### config.mk
export PLATFORM = sky130hd
export DESIGN_NAME = pipelined_control_unit
export DESIGN_NICKNAME = d
export VERILOG_FILES = /design/src/rtl/pipelined_control_unit.sv
export SDC_FILE = /design/constraint.sdc
export NUM_CORES = 1
export LEC_CHECK = 0
export ABC_AREA = 1
export BUFFER_PORTS_ARGS = -buffer_cell sky130_fd_sc_hd__buf_2
export CELL_PAD_IN_SITES_DETAIL_PLACEMENT = 1
export CELL_PAD_IN_SITES_GLOBAL_PLACEMENT = 2
export CORE_MARGIN = 2
export CORE_UTILIZATION = 29
export CTS_BUF_LIST = sky130_fd_sc_hd__clkbuf_16
export CTS_CLUSTER_DIAMETER = 150
export CTS_CLUSTER_SIZE = 14
export DETAILED_ROUTE_END_ITERATION = 7
export PLACE_DENSITY_LB_ADDON = 0.1
export SLEW_MARGIN = 0
export SYNTH_ARGS = -nofsm -noshare
export SYNTH_HDL_FRONTEND = slang
export SYNTH_SLANG_ARGS = --single-unit
### constraint.sdc
create_clock -name clk -period 1.8 [get_ports clk]
set_input_delay 0.18 -clock clk [delete_from_list [all_inputs] [get_ports clk]]
set_output_delay 0.18 -clock clk [all_outputs]
set_load 0.02 [all_outputs]
### src/rtl/pipelined_control_unit.sv
// Pipelined control unit: decodes the ID opcode, carries control through EX/MEM/WB and
// handles load-use stalls and flushes. Optional stall counter under CTRL_PERF_CNT_EN.
module pipelined_control_unit #(
  parameter int unsigned REG_ADDR_W = 5,
  parameter int unsigned MEM_LAT    = 1
) (
  input  logic                  clk,
  input  logic                  rst_n,
  input  logic                  id_valid_i,
  input  logic [6:0]            id_opcode_i,
  input  logic [REG_ADDR_W-1:0] id_rs1_i,
  input  logic [REG_ADDR_W-1:0] id_rs2_i,
  input  logic [REG_ADDR_W-1:0] id_rd_i,
  input  logic                  flush_i,
  output logic                  stall_o,
  output logic                  illegal_o,
  output logic                  ex_valid_o,
  output logic                  ex_alu_src_o,
  output logic                  ex_branch_o,
  output logic                  ex_jump_o,
  output logic [1:0]            ex_alu_op_o,
  output logic                  mem_valid_o,
  output logic                  mem_read_o,
  output logic                  mem_write_o,
  output logic                  wb_valid_o,
  output logic                  wb_reg_write_o,
  output logic                  wb_mem_to_reg_o,
  output logic [REG_ADDR_W-1:0] wb_rd_o
`ifdef CTRL_PERF_CNT_EN
  ,
  output logic [31:0]           stall_count_o
`endif
);

  localparam logic [6:0] OpR    = 7'b0110011;
  localparam logic [6:0] OpI    = 7'b0010011;
  localparam logic [6:0] OpLoad = 7'b0000011;
  localparam logic [6:0] OpSt   = 7'b0100011;
  localparam logic [6:0] OpBr   = 7'b1100011;
  localparam logic [6:0] OpJal  = 7'b1101111;
  localparam logic [6:0] OpJalr = 7'b1100111;
  localparam logic [6:0] OpLui  = 7'b0110111;
  localparam int unsigned LastMem = MEM_LAT - 1;

  typedef struct packed {
    logic                  valid;
    logic                  illegal;
    logic                  alu_src;
    logic                  branch;
    logic                  jump;
    logic [1:0]            alu_op;
    logic                  mem_read;
    logic                  mem_write;
    logic                  reg_write;
    logic                  mem_to_reg;
    logic [REG_ADDR_W-1:0] rd;
  } ctrl_t;

  ctrl_t dec, ex_d, ex_q, wb_q;
  ctrl_t mem_q [MEM_LAT];
  logic  use_rs1, use_rs2, hazard;

  function automatic logic load_hits(input ctrl_t w, input logic u1, input logic u2,
                                     input logic [REG_ADDR_W-1:0] rs1,
                                     input logic [REG_ADDR_W-1:0] rs2);
    return w.valid && w.mem_read && (w.rd != '0) &&
           ((u1 && (w.rd == rs1)) || (u2 && (w.rd == rs2)));
  endfunction

  always_comb begin
    dec       = '0;
    use_rs1   = 1'b0;
    use_rs2   = 1'b0;
    dec.valid = 1'b1;
    dec.rd    = id_rd_i;
    case (id_opcode_i)
      OpR:    begin dec.alu_op = 2'b10; dec.reg_write = 1'b1; use_rs1 = 1'b1; use_rs2 = 1'b1; end
      OpI:    begin
        dec.alu_op = 2'b11; dec.reg_write = 1'b1; dec.alu_src = 1'b1; use_rs1 = 1'b1;
      end
      OpLoad: begin
        dec.mem_read = 1'b1; dec.mem_to_reg = 1'b1; dec.reg_write = 1'b1;
        dec.alu_src  = 1'b1; use_rs1 = 1'b1;
      end
      OpSt:   begin dec.mem_write = 1'b1; dec.alu_src = 1'b1; use_rs1 = 1'b1; use_rs2 = 1'b1; end
      OpBr:   begin dec.alu_op = 2'b01; dec.branch = 1'b1; use_rs1 = 1'b1; use_rs2 = 1'b1; end
      OpJal:  begin dec.reg_write = 1'b1; dec.jump = 1'b1; end
      OpJalr: begin dec.reg_write = 1'b1; dec.alu_src = 1'b1; dec.jump = 1'b1; use_rs1 = 1'b1; end
      OpLui:  begin dec.alu_op = 2'b11; dec.reg_write = 1'b1; dec.alu_src = 1'b1; end
      default: begin dec.illegal = 1'b1; dec.rd = '0; end
    endcase
    if (dec.rd == '0) dec.reg_write = 1'b0;
  end

  // The last MEM slot is not checked: its load data is ready by the time the consumer hits EX.
  always_comb begin
    hazard = load_hits(ex_q, use_rs1, use_rs2, id_rs1_i, id_rs2_i);
    for (int i = 0; i < int'(MEM_LAT) - 1; i++) begin
      hazard = hazard | load_hits(mem_q[i], use_rs1, use_rs2, id_rs1_i, id_rs2_i);
    end
    hazard = hazard & id_valid_i;
  end

  assign stall_o = hazard & ~flush_i;

  always_comb begin
    ex_d = dec;
    if (!id_valid_i || stall_o || flush_i) ex_d = '0;
  end

  always_ff @(posedge clk or negedge rst_n) begin
    if (!rst_n) begin
      ex_q <= '0;
      wb_q <= '0;
      for (int i = 0; i < int'(MEM_LAT); i++) mem_q[i] <= '0;
    end else begin
      ex_q     <= ex_d;
      mem_q[0] <= ex_q;
      for (int i = 1; i < int'(MEM_LAT); i++) mem_q[i] <= mem_q[i-1];
      wb_q     <= mem_q[LastMem];
    end
  end

  assign illegal_o       = ex_q.illegal;
  assign ex_valid_o      = ex_q.valid;
  assign ex_alu_src_o    = ex_q.alu_src;
  assign ex_branch_o     = ex_q.branch;
  assign ex_jump_o       = ex_q.jump;
  assign ex_alu_op_o     = ex_q.alu_op;
  assign mem_valid_o     = mem_q[LastMem].valid;
  assign mem_read_o      = mem_q[LastMem].mem_read;
  assign mem_write_o     = mem_q[LastMem].mem_write;
  assign wb_valid_o      = wb_q.valid;
  assign wb_reg_write_o  = wb_q.reg_write;
  assign wb_mem_to_reg_o = wb_q.mem_to_reg;
  assign wb_rd_o         = wb_q.rd;

  logic unused_wb;
  assign unused_wb = ^{wb_q.illegal, wb_q.alu_src, wb_q.branch, wb_q.jump, wb_q.alu_op,
                       wb_q.mem_read, wb_q.mem_write};

`ifdef CTRL_PERF_CNT_EN
  logic [31:0] stall_cnt_q;

  always_ff @(posedge clk or negedge rst_n) begin
    if (!rst_n) begin
      stall_cnt_q <= '0;
    end else if (stall_o && (stall_cnt_q != 32'hFFFF_FFFF)) begin
      stall_cnt_q <= stall_cnt_q + 32'd1;
    end
  end

  assign stall_count_o = stall_cnt_q;
`endif

endmodule

Word-level counts from Yosys, hierarchy flattened
Cells that the tools add are included.
{"block": "totals", "elab_cells": 65, "ff_bits": 34, "inputBits": 26}
{"block": "op_classes", "bitwise": 3, "reduce_logical": 18, "eq_ne": 10, "mux": 13}
{"cell": "$eq 7x6->1 const B", "count": 3}
{"cell": "$eq 7x7->1 const B", "count": 3}
{"cell": "$mux 16", "count": 1}
{"cell": "$reduce_or 6->1", "count": 2}
{"cell": "$eq 5x5->1", "count": 2}
{"cell": "$mux 1", "count": 10}
{"cell": "$reduce_or 8->1", "count": 1}
{"cell": "$eq 7x2->1 const B", "count": 1}
{"cell": "$eq 7x5->1 const B", "count": 1}
{"cell": "$pmux 2 s3", "count": 1}
{"cell": "$logic_and 1x1->1", "count": 5}
{"cell": "$logic_not 5->1", "count": 1}
{"cell": "$mux 5", "count": 1}
{"cell": "$reduce_bool 5->1", "count": 1}
{"cell": "$reduce_or 5->1", "count": 1}
{"cell": "$reduce_or 2->1", "count": 2}
{"cell": "$logic_or 1x1->1", "count": 3}
{"cell": "$reduce_or 3->1", "count": 1}
{"cell": "$and 1x1->1", "count": 2}
{"cell": "$logic_not 1->1", "count": 1}
{"cell": "$not 1->1", "count": 1}

Longest topological paths before layout
Gate-level depths: netlist of the first run.
{"block": "depth", "ltp_word": 11, "mapped_depth": 13, "depth_no_buf": 12}

Worst setup path before layout of the first run
Ideal clock, no wire load.
{"block": "synth_timing", "path_type": "flip-flop to flip-flop", "start": "reg ex_q[0] (netlist name)", "end": "reg ex_q, in the netlist ex_branch_o", "required_ns": 1.731, "path_stages_with_launch": 10, "slack_ns": 0.461, "t_arrival_ns": 1.270, "setup_time_ns": 0.069, "synth_period_minus_slack_ns": 1.339, "path_buffers": 1, "cell_sequence": "dfrtp_1 -> or2_2 -> nand3_1 -> nor2_1 -> nand3_1 -> nand2_1 -> nand2_2 -> nand2_4 -> buf_12 -> nor2_2"}
{"item": "start, declared", "line_no": "59", "rtl": "ctrl_t dec, ex_d, ex_q, wb_q;"}
{"item": "start signal, assigned", "line_no": "113", "rtl": "ex_q <= '0;"}
{"item": "start signal, assigned", "line_no": "117", "rtl": "ex_q <= ex_d;"}

Worst setup path after layout of the first run
{"block": "layout_timing", "start": "reg ex_q[0] (netlist name)", "end": "out stall_o"}
{"block": "layout_via", "elab_chain_len": 6, "elab_cells_between_ends": 10}
{"item": "$eq 5x5->1", "line_no": "67", "rtl": "((u1 && (w.rd == rs1)) || (u2 && (w.rd == rs2)));"}
{"item": "$logic_and 1x1->1", "line_no": "67"}
{"item": "$logic_or 1x1->1", "line_no": "67"}
{"item": "$logic_and 1x1->1 *", "line_no": "66", "rtl": "return w.valid && w.mem_read && (w.rd != '0) &&"}
{"item": "$and 1x1->1 *", "line_no": "101", "rtl": "hazard = hazard & id_valid_i;"}
{"item": "$and 1x1->1 *", "line_no": "104", "rtl": "assign stall_o = hazard & ~flush_i;"}
{"item": "end, declared", "line_no": "15", "rtl": "output logic stall_o,"}
Every way passes the cells marked *; elsewhere a longest branch is shown, timed or not.

==> results of run 1 <==
## stage by stage
step	power [mW]	utilization, %	worst slack, ps	setup TNS, ps
6_report	1.76	40.7	78.1	0
5_1_grt	1.83	40.7	-16.0	-16.0
4_1_cts	1.79	40.3	26.9	0
3_5_place_dp	0.870	36.4	211	0
3_3_place_gp	0.865	36.4	278	0
2_1_floorplan	0.809	-	461	0
## placed cells by master (no fill, tap or decap)
cell type and count:
dlygate4sd3_1 1, xnor2_2 1, clkbuf_16 5, buf_4 1
inv_2 1, nand2_4 1, or2_2 1, nand2_1 28
xor2_1 3, dfrtp_1 29, nor2_4 2, bufinv_16 1
buf_2 44, dfrtp_2 3, nand2_2 5, nor2_1 18
nor2_2 10, o21ai_0 3, nand4_1 2, nand3_1 7
xnor2_1 5, nor3_1 2, a21oi_1 4, o31ai_1 1
clkinv_1 2, inv_1 11
## power groups by stage
stage | Combinational (mW) | Clock (mW) | Sequential [mW]
floorplan | 0.0570 | 0 | 0.752
global placement | 0.121 | 0 | 0.744
detailed placement | 0.125 | 0 | 0.744
CTS | 0.127 | 0.930 | 0.732
global route | 0.142 | 0.960 | 0.733
finish | 0.125 | 0.907 | 0.733
## worst max-delay path by stage
stage	start	to	slack, ps	cells after the start
3_3_place_gp	id_opcode_i[4]	ex_q[6]	280	13
2_1_floorplan	ex_q[0]	ex_branch_o	460	9
5_1_grt	ex_q[1]	stall_o	-20	8
3_5_place_dp	id_opcode_i[4]	ex_q[6]	210	13
6_report	ex_q[0]	stall_o	80	8
4_1_cts	ex_q[1]	stall_o	30	8
## metal layers
metal	vias up	global-route usage [%]	share of wire, %
li1	532	-	-
met1	496	14.8	44
met2	29	20.0	50
met3	2	3.04	3.9
met4	0	6.17	1.3
met5	-	0	0
## area by class of cell
class	instances	area (um^2)
Multi-Input combinational cell	93	493
Fill cell	546	2640
Clock inverter	3	37.5
Clock buffer	5	125
Tap cell	52	65.1
Timing Repair Buffer	46	238
Sequential cell	32	805
Inverter	12	45.0
## state kept, by name (all words and copies together), names as in the netlist
name,count
ex_q,8
mem_q,6
wb_rd_o,5
ex_alu_op_o,2
ex_alu_src_o,1
ex_branch_o,1
ex_jump_o,1
ex_valid_o,1
illegal_o,1
mem_read_o,1
mem_valid_o,1
mem_write_o,1
wb_mem_to_reg_o,1
wb_reg_write_o,1
wb_valid_o,1
## worst max-delay path: cells and delay by family (launching register included)
family | cells | cell delay, ps
flip-flops | 1 | 420
buffers and inverters | 2 | 190
AND/OR/NAND/NOR | 6 | 670
## kinds of logic after synthesis
family / Yosys count
flip-flops: 32
AND/OR/NAND/NOR: 76
AO/OA/AOI/OAI: 8
XOR/XNOR: 9
buffers and inverters: 15
## timing repair
item	in CTS	in global routing
endpoints found under the hold margin	32	0
resized for setup	0	4
hold buffers	1	0
setup endpoints to repair	0	1
setup buffers	0	1
==> results.cfg, run 1 <==
[yosys]
synth.distinct_cells = 20
ys_ff_latch = 32
synth_warnings = 0
synth-edff-count = 0
postSynthNetCount = 166
synth_fa_ha_area_share_pct = 0
syn_inst = 140
synthesis.area_um2 = 1370
synth_xor_area_share_pct = 5.77
synth_top_area_cell = dfrtp_1
synthMostInstantiatedCell = dfrtp_1
synth-seq-area-share_pct = 58.6
synth_top_area_share_pct = 58.6
muxShareOfSynthArea_pct = 0
async_flop_share_pct = 100
ys_top_cells_by_count = 32 x dfrtp_1, 28 x nand2_1, 18 x nor2_1
synth_top_family_by_area = simple AND/OR/NAND/NOR gates
ys_top_cells_by_area = dfrtp_1 59%, nand2_1 7.7%, nor2_1 4.9%
synth_flop_cell = dfrtp_1
synth-compound-area-share_pct = 3.11
avgSynthCellArea_um2 = 9.76
yosys.area_share.simple_pct = 26.6

[floorplan]
start_util_pct = 30.7
coreArea_um2 = 4440
num_rows = 24
io_pins = 45
die_h_um = 72.6
die_w_um = 72.6
die_area_um2 = 5280

[placed_design]
place_area_um2 = 1620
place.port_buffers = 44
post-place-cells = 233
gp_congestion = 0.748
dp_hpwl_um = 2330

[worst_setup_path]
worstPathRequired_ps = 1620
ff2ff_setup_slack_ps = 340
cp-start-kind = register
reg2reg_depth = 8
cp.arrival_ps = 1540
path_class = reg2out
reg2reg_to = ex_q[6]
path_max_fanout = 4
cp_common_cell = nand3_1
crit_path_max_incr_delay_ps = 420
cp-end-kind = output pin
slowest_stage = dfrtp_2
timing.rr.start = ex_q[1]
worstPathCellList = or2_2 -> nand3_1 -> nor2_1 -> nand3_1 -> nand2_1 -> nand2_2 -> inv_1 -> buf_2

[route]
drt.antenna.violating_nets = 0
firstDrtPassIters = 3
drc = 0
route.vias.total = 1059
wl_um = 2920
drt_iter0_markers = 15
wl_per_cell_um = 12.0
vias_per_cell = 4.36

[sta]
maxSlewHeadroom_pct = 53.7
fmax_mhz = 581
finalCriticalPeriod_ps = 1720
hold_violations = 0
fin_skew_ps = 2.82
tightest_slew_ps = 694
fin_crit_sh_pct = 95.7
hold_slack_ps = 143
drv_slew = 0
setup_viol = 0

[final_layout]
fin_cells = 243
drive_gt1_share_pct = 39.3
syn_to_final_growth_pct = 32.3
fin_nets = 216
antennaDiodeCount = 0
design_area_um2 = 1810

[cts]
clockBufferDepth = 2
htreeDepth = 2
clk_latency_ps = 270
cts.clk_slew.worst_paths_ps = 50
numCtsBuffers = 5
cts.sinks = 32
cts_tree = done
cts-root-buf = clkbuf_16

[pwr]
switching_share_pct = 19.7
p_int_mw = 1.42
switchingPower_uw = 348
powerDensity_nw_per_um2 = 976
vdd_drop_max_mv = 0.467
power_frac_comb_pct = 7.1
pwr-share-seq_pct = 41.5
p_leak_nw = 1.01
clkPwrFrac_pct = 51.4

[worst_hold_path]
whs_endpoint = ex_q[1]
whs_path_depth = 3
hp-start = id_rd_i[1]
min-delay-path-class = in2reg

[global_route]
first_global_vias = 1073
grt_max_degree = 33
grt_pass1_wl_um = 4870
grt_use_total_pct = 12.2
grt-ovfl-total = 0
grt_antenna_before_repair = 0

[job]
maxCapViolations = 0

[status]
status = complete, no violations
Note: power is estimated with default switching activity, not from simulation.
==> inputs of run 2 (changes only) <==
- RECOVER_POWER: default -> 100
==> results.cfg, run 2 (synthesis results as in run 1) <==
[final_layout]
fin_nets = 216
layout.cells.most_common = buf_2
multi_input_area_um2 = 473
syn_to_final_growth_pct = 30.9
fin_util_pct = 40.2
drive_gt1_share_pct = 36.1
seq_area_um2 = 805
largest_reg_flops = 8
antennaDiodeCount = 0
fillCellCount = 546
regMostFlops = ex_q
final_cell_mix = 44 x buf_2, 29 x dfrtp_1, 28 x nand2_1

[worst_setup_path]
reg2reg_depth = 8
cp.arrival_ps = 1520
worstPathRequired_ps = 1620
ff2ff_setup_slack_ps = 250
path_max_fanout = 4
reg2reg_to = ex_branch_o
cp-start-kind = register
timing.rr.start = ex_q[1]
path_class = reg2out
worstSetupStartpoint = ex_q[0]
cp-end-kind = output pin

[global_route]
grt_antenna_before_repair = 0
grt_use_total_pct = 12.2
first_global_vias = 1073
grt_pass1_wl_um = 4870
grt-ovfl-total = 0
grt_max_degree = 33

[cts]
cts.sinks = 32
cts.clk_slew.worst_paths_ps = 50
cts_tree = done
numCtsBuffers = 5
cts-root-buf = clkbuf_16
clockBufferDepth = 2
clk_latency_ps = 270
htreeDepth = 2

[floorplan]
die_h_um = 72.6
die_w_um = 72.6
die_area_um2 = 5280
start_util_pct = 30.7
coreArea_um2 = 4440
io_pins = 45
num_rows = 24

[sta]
fmax_mhz = 588
tightest_slew_ps = 697
setup_viol = 0
maxSlewHeadroom_pct = 53.5
rsz0062_at_grt = false
fin_skew_ps = 3.60
hold_violations = 0
fin_crit_sh_pct = 94.5
finalCriticalPeriod_ps = 1700
fin_setup_tns_ps = 0
drv_slew = 0

[placed_design]
place.port_buffers = 44
gp_congestion = 0.748
dp_hpwl_um = 2330

[route]
vias_per_cell = 4.34
drt_iter0_markers = 11
wl_per_cell_um = 12.1
drc = 0
route.vias.total = 1055
drt.antenna.violating_nets = 0
wl_um = 2940
firstDrtPassIters = 3

[status]
status = complete, no violations

[worst_hold_path]
min-delay-path-class = in2reg
hp-start = id_rd_i[1]
whs_path_depth = 3
whs_endpoint = ex_q[1]

[job]
maxCapViolations = 0

[pwr]
p_leak_nw = 1.01
powerDensity_nw_per_um2 = 986
vdd_drop_max_mv = 0.468
[run 2: changes by cell type in the layout (fill, tap and decap cells not counted)]
cell	delta
nor2_2	-6
nor2_1	+6
nand2_2	+1
nand2_4	-1
[run 2: metrics by stage]
step	std cells	hold WS (ps)	setup WS (ps)	area [um^2]	power [mW]
after floorplan	140	-116	461	1370	0.809
after global placement	233	248	278	1620	0.865
after detailed placement	233	267	211	1620	0.870
after CTS	242	143	26.9	1790	1.79
after global routing	243	143	0.761	1790	1.83
final	243	142	98.8	1790	1.76
[run 2: metal layers]
metal,global-route usage [%],share of wire (%),up-vias
li1,-,-,532
met1,14.8,44,492
met2,20.0,50,29
met3,3.04,4.0,2
met4,6.17,1.3,0
met5,0,0,-
[run 2: area by class of cell]
| cell class | instances | area share [%] |
|---|---|---|
| sequential | 32 | 45.0 |
| inverter | 12 | 2.52 |
| multi-input combinational | 93 | 26.5 |
| clock inverter | 3 | 2.10 |
| tap | 52 | 3.64 |
| clock buffer | 5 | 7.00 |
| timing repair buffer | 46 | 13.3 |
[run 2: worst max-delay path, cell delays in order, from the launching register on]
cell and delay (ps):
dfrtp_2 420, or2_2 300, nand3_1 90, nor2_1 50
nand3_1 70, nand2_1 70, nand2_2 70, inv_1 30
buf_2 150
[run 2: power breakdown]
group	internal (mW)	switching, mW	total, mW
Combinational	0.0462	0.0764	0.123
Sequential	0.729	0.00364	0.733
Clock	0.641	0.267	0.908
Total	1.42	0.347	1.76
[run 2: how the worst max path moves through the flow]
stage / end / slack [ps] / depth (start not counted)
floorplan: ex_branch_o / 460 / 9
global placement: ex_q[6] / 280 / 13
detailed placement: ex_q[6] / 210 / 13
CTS: stall_o / 30 / 8
global route: stall_o / 0.8 / 8
finish: stall_o / 100 / 8
[run 2: timing repair]
item | in CTS | in global routing
hold endpoints to repair | 32 | 0
resized for setup | 0 | 4
setup endpoints to repair | 0 | 1
hold buffers | 1 | 0
buffers inserted | 0 | 1
==> inputs of run 3 (changes only) <==
- GPL_TIMING_DRIVEN: default -> 0
- clock period: 1.8 -> 1.6 ns (I/O delays scaled with it)
==> results.cfg, run 3 (synthesis results as in run 1) <==
[status]
status = finished, violations left
violations = setup timing

[route]
drc = 0
firstDrtPassIters = 2
route.vias.total = 1099
wl_um = 3020
drt_iter0_markers = 40
drt.antenna.violating_nets = 0
wl_per_cell_um = 12.0
vias_per_cell = 4.36

[placed_design]
dp_hpwl_um = 2360
place.port_buffers = 44
post-place-cells = 236
gp_congestion = 0.714

[final_layout]
largest_reg_flops = 8
drive_gt1_share_pct = 44.0
fin_util_pct = 43.7
fin_cells = 252
antennaDiodeCount = 0
fin_nets = 225
layout.cells.most_common = buf_2
final_cell_mix = 43 x buf_2, 31 x dfrtp_1, 27 x nand2_1
syn_to_final_growth_pct = 42.2
regMostFlops = ex_q

[cts]
cts.sinks = 32
clockBufferDepth = 2
cts.clk_slew.worst_paths_ps = 50
clk_latency_ps = 270
htreeDepth = 2
cts-root-buf = clkbuf_16
numCtsBuffers = 5
cts_tree = done

[worst_setup_path]
path_class = reg2out
cp.arrival_ps = 1440
reg2reg_to = ex_branch_o
worstPathCellList = xnor2_1 -> nand3_1 -> nor2_2 -> nand3_2 -> nand2_2 -> nand2_2 -> inv_2 -> buf_6
crit_path_max_incr_delay_ps = 410
worstPathRequired_ps = 1440
slowest_stage = dfrtp_1
reg2reg_depth = 10
ff2ff_setup_slack_ps = 60
cp-end-kind = output pin
cp-start-kind = register
timing.rr.start = ex_q[1]
cp_common_cell = nand2_2
path_max_fanout = 3

[global_route]
first_global_vias = 1191
grt_antenna_before_repair = 0
grt-ovfl-total = 0
grt_max_degree = 33
grt_pass1_wl_um = 5330
grt_use_total_pct = 13.3

[sta]
fin_skew_ps = 3.83
maxSlewHeadroom_pct = 55.5
drv_slew = 0
hold_violations = 0
rsz0062_at_grt = true
fin_crit_sh_pct = 100
finalCriticalPeriod_ps = 1600
tightest_slew_ps = 668
fin_setup_tns_ps = -3.64
setup_viol = 1
hold_slack_ps = 120
fmax_mhz = 624
fin_ws_ps = -3.64

[floorplan]
coreArea_um2 = 4440
io_pins = 45
die_h_um = 72.6
die_area_um2 = 5280
start_util_pct = 30.7
num_rows = 24
die_w_um = 72.6

[worst_hold_path]
whs_endpoint = ex_q[1]
hp-start = id_rd_i[1]
min-delay-path-class = in2reg
whs_path_depth = 3

[pwr]
p_leak_nw = 1.07
vdd_drop_max_mv = 0.625
power.total_mw = 2.03
powerDensity_nw_per_um2 = 1050

[job]
maxCapViolations = 0
run 3: worst max path at each step:
stage                        start              to  slack [ps]  cells past startpoint
floorplan                  ex_q[0]     ex_branch_o         260                      9
global placement    id_opcode_i[4]    ex_alu_src_o          30                     14
detailed placement  id_opcode_i[4]  ex_alu_op_o[0]          10                     14
CTS                        ex_q[1]         stall_o         -30                      8
global route               ex_q[1]         stall_o        -150                      8
finish                     ex_q[1]         stall_o          -4                      8
run 3: cell type report:
cell class | count | area (um^2)
buffer | 3 | 35.0
clock buffer | 5 | 125
clock inverter | 3 | 42.5
fill | 525 | 2500
inverter | 12 | 45.0
multi-input combinational | 93 | 509
sequential | 32 | 802
tap | 52 | 65.1
timing repair buffer | 52 | 319
run 3: metal layers:
metal  GRT usage, %  wire length (um)
met1           16.0              1250
met2           22.8              1580
met3           2.62               144
met4           6.17                40
met5              0                 0
run 3: where the power goes:
part | total, mW | switching [mW] | internal, mW
Combinational | 0.163 | 0.0931 | 0.0699
Sequential | 0.824 | 0.00426 | 0.820
Clock | 1.04 | 0.315 | 0.729
Total | 2.03 | 0.412 | 1.62
run 3: worst max-delay path: cells and delay by family, from the launching register on:
family / cells / cell delay, ps
buf+inv: 2 / 160
flops: 1 / 410
xor+xnor: 1 / 170
simple gates: 5 / 420
run 3: per-stage QoR:
stage,setup WS (ps),area [um^2]
after floorplan,261,1370
after global placement,30.1,1650
after detailed placement,14.9,1650
after CTS,-28.5,1880
after global routing,-150,1940
final,-3.64,1940
run 3: timing repair:
action / 4_1_cts / 5_1_grt
setup endpoints to repair: 1 / 16
hold buffers: 1 / 0
setup buffers: 5 / 1
cloned: 0 / 1
endpoints found under the hold margin: 32 / 0
pin swaps: 5 / 7
resized for setup: 4 / 6
